===== src/rtl/reservation_station_pkg.sv =====
// Shared reservation-station / ALU definitions: opcodes, tag and CDB widths.
// Feature macro honoured by the RS: RS_DISPATCH_BYPASS_EN.
package reservation_station_pkg;

    localparam int XLEN      = 32;
    localparam int OPC_W     = 6;
    localparam int ROB_W     = 4;
    localparam int CDB_TAG_W = ROB_W;
    localparam int CDB_VAL_W = XLEN;

    typedef logic [XLEN-1:0]  word_t;
    typedef logic [OPC_W-1:0] opcode_t;

    localparam opcode_t OP_ADD   = 6'd0;
    localparam opcode_t OP_SUB   = 6'd1;
    localparam opcode_t OP_AND   = 6'd2;
    localparam opcode_t OP_OR    = 6'd3;
    localparam opcode_t OP_XOR   = 6'd4;
    localparam opcode_t OP_SLL   = 6'd5;
    localparam opcode_t OP_SRL   = 6'd6;
    localparam opcode_t OP_SRA   = 6'd7;
    localparam opcode_t OP_SLT   = 6'd8;
    localparam opcode_t OP_SLTU  = 6'd9;
    localparam opcode_t OP_LUI   = 6'd10;
    localparam opcode_t OP_AUIPC = 6'd11;
    localparam opcode_t OP_JAL   = 6'd12;
    localparam opcode_t OP_JALR  = 6'd13;
    localparam opcode_t OP_BEQ   = 6'd14;
    localparam opcode_t OP_BNE   = 6'd15;

endpackage


===== src/rtl/reservation_station_select.sv =====
// rs_select: lowest-index priority encoders for the reservation station
// (first free slot and first issuable entry), each with a found flag.
module rs_select
    import reservation_station_pkg::*;
#(
    parameter int N     = 8,
    parameter int IDX_W = 3
) (
    input  logic [N-1:0]     busy,
    input  logic [N-1:0]     issuable,
    output logic [IDX_W-1:0] free_idx,
    output logic             free_found,
    output logic [IDX_W-1:0] iss_idx,
    output logic             iss_found
);

    // Scan high to low so the lowest matching index wins.
    always_comb begin
        free_idx   = '0;
        free_found = 1'b0;
        iss_idx    = '0;
        iss_found  = 1'b0;
        for (int i = N - 1; i >= 0; i--) begin
            if (!busy[i]) begin
                free_idx   = IDX_W'(i);
                free_found = 1'b1;
            end
            if (issuable[i]) begin
                iss_idx   = IDX_W'(i);
                iss_found = 1'b1;
            end
        end
    end

endmodule


===== src/rtl/reservation_station.sv =====
// Reservation station: holds dispatched ops, wakes operands from two CDBs
// and issues the lowest ready entry to the ALU. Option: RS_DISPATCH_BYPASS_EN.
module reservation_station
    import reservation_station_pkg::*;
#(
    parameter int RS_SIZE = 8,
    parameter int ROB_W   = reservation_station_pkg::ROB_W
) (
    input  logic             clk,
    input  logic             rst,
    input  logic             rdy,
    input  logic             clear,
    input  logic             in_valid,
    input  logic [ROB_W-1:0] in_rob_id,
    input  logic [OPC_W-1:0] in_opcode,
    input  logic [XLEN-1:0]  in_vj,
    input  logic [XLEN-1:0]  in_vk,
    input  logic [ROB_W-1:0] in_qj,
    input  logic [ROB_W-1:0] in_qk,
    input  logic             in_rj,
    input  logic             in_rk,
    input  logic [XLEN-1:0]  in_imm,
    input  logic [XLEN-1:0]  in_pc,
    output logic             full,
    input  logic             cdb0_valid,
    input  logic [ROB_W-1:0] cdb0_rob_id,
    input  logic [XLEN-1:0]  cdb0_val,
    input  logic             cdb1_valid,
    input  logic [ROB_W-1:0] cdb1_rob_id,
    input  logic [XLEN-1:0]  cdb1_val,
    output logic             alu_en,
    output logic [ROB_W-1:0] alu_rob_id,
    output logic [OPC_W-1:0] alu_opcode,
    output logic [XLEN-1:0]  alu_rs1,
    output logic [XLEN-1:0]  alu_rs2,
    output logic [XLEN-1:0]  alu_imm,
    output logic [XLEN-1:0]  alu_pc
);

    localparam int IDX_W = (RS_SIZE > 1) ? $clog2(RS_SIZE) : 1;

    logic [RS_SIZE-1:0] busy;
    logic [RS_SIZE-1:0] rj;
    logic [RS_SIZE-1:0] rk;
    logic [OPC_W-1:0]   opcode [RS_SIZE];
    logic [ROB_W-1:0]   rob_id [RS_SIZE];
    logic [ROB_W-1:0]   qj     [RS_SIZE];
    logic [ROB_W-1:0]   qk     [RS_SIZE];
    logic [XLEN-1:0]    vj     [RS_SIZE];
    logic [XLEN-1:0]    vk     [RS_SIZE];
    logic [XLEN-1:0]    imm    [RS_SIZE];
    logic [XLEN-1:0]    pc     [RS_SIZE];

    logic [RS_SIZE-1:0] issuable;
    logic [IDX_W-1:0]   free_idx;
    logic               free_found;
    logic [IDX_W-1:0]   iss_idx;
    logic               iss_found;

    logic [XLEN-1:0]    d_vj;
    logic [XLEN-1:0]    d_vk;
    logic               d_rj;
    logic               d_rk;
    logic               dispatch;
    logic               byp_take;
    logic               write_en;

    assign issuable = busy & rj & rk;

    rs_select #(
        .N     (RS_SIZE),
        .IDX_W (IDX_W)
    ) u_select (
        .busy       (busy),
        .issuable   (issuable),
        .free_idx   (free_idx),
        .free_found (free_found),
        .iss_idx    (iss_idx),
        .iss_found  (iss_found)
    );

    assign full     = !free_found;
    assign dispatch = in_valid && !full;

    // Capture same-cycle CDB results for not-ready incoming operands.
    always_comb begin
        d_vj = in_vj;
        d_rj = in_rj;
        d_vk = in_vk;
        d_rk = in_rk;
        if (!in_rj && cdb0_valid && cdb0_rob_id == in_qj) begin
            d_vj = cdb0_val;
            d_rj = 1'b1;
        end else if (!in_rj && cdb1_valid && cdb1_rob_id == in_qj) begin
            d_vj = cdb1_val;
            d_rj = 1'b1;
        end
        if (!in_rk && cdb0_valid && cdb0_rob_id == in_qk) begin
            d_vk = cdb0_val;
            d_rk = 1'b1;
        end else if (!in_rk && cdb1_valid && cdb1_rob_id == in_qk) begin
            d_vk = cdb1_val;
            d_rk = 1'b1;
        end
    end

`ifdef RS_DISPATCH_BYPASS_EN
    assign byp_take = dispatch && d_rj && d_rk && !iss_found;
`else
    assign byp_take = 1'b0;
`endif

    assign write_en = dispatch && !byp_take;

    // Entry state: wakeup from CDBs, issue release, dispatch allocation.
    always_ff @(posedge clk) begin
        if (rst) begin
            busy <= '0;
        end else if (rdy) begin
            if (clear) begin
                busy <= '0;
            end else begin
                for (int i = 0; i < RS_SIZE; i++) begin
                    if (busy[i] && !rj[i]) begin
                        if (cdb0_valid && cdb0_rob_id == qj[i]) begin
                            vj[i] <= cdb0_val;
                            rj[i] <= 1'b1;
                        end else if (cdb1_valid && cdb1_rob_id == qj[i]) begin
                            vj[i] <= cdb1_val;
                            rj[i] <= 1'b1;
                        end
                    end
                    if (busy[i] && !rk[i]) begin
                        if (cdb0_valid && cdb0_rob_id == qk[i]) begin
                            vk[i] <= cdb0_val;
                            rk[i] <= 1'b1;
                        end else if (cdb1_valid && cdb1_rob_id == qk[i]) begin
                            vk[i] <= cdb1_val;
                            rk[i] <= 1'b1;
                        end
                    end
                end
                if (iss_found) begin
                    busy[iss_idx] <= 1'b0;
                end
                if (write_en) begin
                    busy[free_idx]   <= 1'b1;
                    opcode[free_idx] <= in_opcode;
                    rob_id[free_idx] <= in_rob_id;
                    qj[free_idx]     <= in_qj;
                    qk[free_idx]     <= in_qk;
                    vj[free_idx]     <= d_vj;
                    vk[free_idx]     <= d_vk;
                    rj[free_idx]     <= d_rj;
                    rk[free_idx]     <= d_rk;
                    imm[free_idx]    <= in_imm;
                    pc[free_idx]     <= in_pc;
                end
            end
        end
    end

    // Registered ALU issue port; stored entries beat a bypassed dispatch.
    always_ff @(posedge clk) begin
        if (rst) begin
            alu_en     <= 1'b0;
            alu_rob_id <= '0;
            alu_opcode <= '0;
            alu_rs1    <= '0;
            alu_rs2    <= '0;
            alu_imm    <= '0;
            alu_pc     <= '0;
        end else if (rdy) begin
            if (clear) begin
                alu_en <= 1'b0;
            end else if (iss_found) begin
                alu_en     <= 1'b1;
                alu_rob_id <= rob_id[iss_idx];
                alu_opcode <= opcode[iss_idx];
                alu_rs1    <= vj[iss_idx];
                alu_rs2    <= vk[iss_idx];
                alu_imm    <= imm[iss_idx];
                alu_pc     <= pc[iss_idx];
            end else if (byp_take) begin
                alu_en     <= 1'b1;
                alu_rob_id <= in_rob_id;
                alu_opcode <= in_opcode;
                alu_rs1    <= d_vj;
                alu_rs2    <= d_vk;
                alu_imm    <= in_imm;
                alu_pc     <= in_pc;
            end else begin
                alu_en <= 1'b0;
            end
        end
    end

endmodule


===== config.mk =====
export PLATFORM = sky130hd
export DESIGN_NAME = reservation_station
export DESIGN_NICKNAME = d
export VERILOG_FILES = /design/src/rtl/reservation_station_pkg.sv /design/src/rtl/reservation_station_select.sv /design/src/rtl/reservation_station.sv
export SDC_FILE = /design/constraint.sdc
export NUM_CORES = 2
export LEC_CHECK = 0
export CORE_UTILIZATION = 50
export DETAILED_ROUTE_END_ITERATION = 10
export DONT_BUFFER_PORTS = 1
export GPL_ROUTABILITY_DRIVEN = 0
export SYNTH_ARGS = -nofsm -noshare
export SYNTH_HDL_FRONTEND = slang
export SYNTH_HIERARCHICAL = 1
export SYNTH_SLANG_ARGS = --single-unit

===== constraint.sdc =====
create_clock -name clk -period 11.1 [get_ports clk]
set_input_delay 2.22 -clock clk [delete_from_list [all_inputs] [get_ports clk]]
set_output_delay 2.22 -clock clk [all_outputs]
set_load 0.03 [all_outputs]

==> run summary <==
CTS tree: done
# Post-CTS Setup Buffers: 0
area of the multi-input gates: 21600 sq um
Hold Path Class: flop to flop
initial antenna violation count: 7
max-slew violation count: 0
Wirelength per Cell: 33.5 um
TritonRoute pass-1 iters: 8
largest area contributor in the netlist: edfxtp_1
unrepaired setup endpoints after global routing: false
pin count of the biggest net entering global routing: 161
share of the synthesized area in the top cell type: 0.574
H-Tree Depth: 4
hold path endpoint: busy[1]
via count: 39300
via/cell ratio: 6.82
Mapped Area: 61900 sq um
Cells after Synth: 4208
IO Count: 367
Setup crit end kind: flop
Reg-to-Reg End: vj[4][27]
arrival time of the worst setup path: 6.73 ns
Final min period: 6.09 ns
critical path launch point type: primary input
Longest Clk Path Bufs: 3
Layout fillers: 9624
VDD IR max: 158 uV
top cells by area, synth: edfxtp_1, mux4_2, dfxtp_1, a221o_1, mux2i_1
yosys warns: 6
Static Leak: 22.0 nW
run status: complete, no violations
Peak Freq: 0.164 GHz
pre-CTS WS: 4.41 ns
Setup WS post-layout: 5.01 ns
final WL: 193000 um
global-route wire length before repair: 278000 um
total negative setup slack: 0 ns
Initial Util: 0.506
Post-synth top flop: edfxtp_1
Worst Max-Slew Pin Slew: 1.24 ns
Die Ht: 354 um
Die Wd: 354 um
total grt overflow: 0
CTS sink cnt: 1331
fin crit share: 0.548
EDFF count, synth: 1184
Syn Area/Cell: 14.7 sq um
area grow syn2layout: 9.70%
CTS buffer count: 143
Post-CTS Resized: 0
max-capacitance violation count: 0
reg2reg setup slack: 5.99 ns
Final Hold Viols: 0
Reg area: 38500 sq um
Slew HR: 0.172
Post-DRT Antenna Nets: 0
# rows: 128
gr usage total: 0.306
CTS root buf: clkbuf_16
RR Startpoint: busy[0]
Clock Skew: 0.0280 ns
Detailed Place HPWL: 109000 um
I/O Buffers: 0
Crit Path Class: primary input to flop
#FFs+latches synth: 1331
Power Density: 155 nW/um^2
layout cells sized above 1: 0.183
1st-iter DRT viols: 4588
CTS clk-pin slew, worst paths: 0.06 ns
die area: 125000 sq um
vias in the first global route: 39000
Min-Delay Path Depth: 2
Core Footprint: 122000 sq um
Residual DRC: 0
CTS hold repair buffers: 0
WP data required: 11.74 ns
final setup fails: 0
Nets: 4245
ys async rst share: 0
Clock Latency Late Sink: 0.78 ns
worst r2r path cells: 9
Distinct cells, synth: 83
syn_nets: 4435
sequential-to-total area share from yosys stat: 0.622
Hold Crit Start: busy[1]
critical-path maximum fanout: 143
## stage by stage
stage,total power [mW],utilization,area (sq um),hold slack (ns),cells
after floorplan,5.87,-,61900,0.513,4208
after global placement,5.86,0.517,63300,0.605,5498
after detailed placement,5.86,0.517,63300,0.615,5498
after CTS,10.6,0.555,67900,0.627,5763
after global routing,10.8,0.555,67900,0.659,5763
final,10.5,0.555,67900,0.631,5764
## synth_stat cells, drive strengths merged (4+ instances only)
library cell,count
buf,172
or3,4
a222oi,34
clkbuf,248
a31oi,10
a211oi,158
a22o,96
o221a,95
nand3,28
nor2b,22
o22a,33
a221o,192
o21a,33
a21o,133
xnor2,45
nor3,30
a22oi,67
a21oi,99
xor2,87
and3,43
nand2b,41
a2111oi,5
and4,4
and2,39
inv,119
edfxtp,1184
nand4,9
nor3b,4
mux4,276
nand2,212
a2bb2oi,4
dfxtp,147
nor4,12
nor2,239
mux2i,172
o21ai,78
## sequential cells by signal, summed over array words and instances (netlist names), 32 cells and up
register	count
alu_pc	32
vk	256
alu_rs2	32
alu_rs1	32
rob_id	32
vj	256
imm	256
opcode	48
qk	32
qj	32
pc	256
alu_imm	32
## routing by layer
layer | track usage | up-vias | wire length (um)
met3 | 0.0865 | 487 | 22200
li1 | - | 16500 | -
met2 | 0.472 | 2298 | 88900
met5 | 0 | - | 35
met1 | 0.412 | 20000 | 74800
met4 | 0.120 | 4 | 7340
## critical path, stage by stage
cell and delay, ns:
or3b_4 0.40, buf_4 0.32, inv_2 0.56, nand2_2 0.20, inv_4 0.75, nand2_2 0.70, o21ai_4 1.12, a221o_1 0.29
## placed cells by master (no fill, tap or decap), drive strengths merged, types with 30 or more instances in the layout
cell type,n
mux2i,172
xor2,87
nor3,30
o21a,33
clkinv,47
o21ai,78
nand2b,41
inv,126
and3,43
a21oi,99
a222oi,34
nor2,239
buf,85
a211oi,158
nand2,212
and2,39
mux4,276
clkbuf,201
o22a,33
o221a,95
dfxtp,147
a22o,96
xnor2,45
a22oi,67
a221o,192
edfxtp,1184
a21o,133
## where the power goes
part | total [mW] | switching (mW) | internal [mW]
combinational | 0.280 | 0.127 | 0.152
sequential | 5.48 | 0.0141 | 5.47
clock | 4.75 | 2.03 | 2.72
total | 10.5 | 2.17 | 8.34
## worst max-delay path by stage
stage	cells after the start	start	to	slack [ns]
detailed placement	8	rst	vj[4][0]	4.41
finish	8	rst	vj[4][27]	5.01
global placement	8	rst	vj[4][27]	4.47
global route	8	rst	vj[4][12]	4.94
CTS	8	clear	vj[4][25]	5.27
floorplan	10	rst	vj[7][20]	4.60
## cell type report
class / count / share of cell area
sequential: 1331 / 0.567
clock inverter: 64 / 0.0106
antenna: 1 / 0.0000368
inverter: 119 / 0.00691
clock buffer: 201 / 0.0581
multi-input combinational: 2338 / 0.318
tap: 1625 / 0.0299
timing repair buffer: 85 / 0.00976
## logic make-up after synthesis
| family | Yosys count | synth area share |
|---|---|---|
| muxes | 448 | 0.128 |
| AOI/OAI and AO/OA | 1057 | 0.141 |
| DFF | 1331 | 0.622 |
| and+or+nand+nor | 701 | 0.0539 |
| xor gates and xnor gates | 132 | 0.0187 |
| buffers and inverters | 539 | 0.0371 |
No activity file was read; power rests on OpenSTA's default activity.
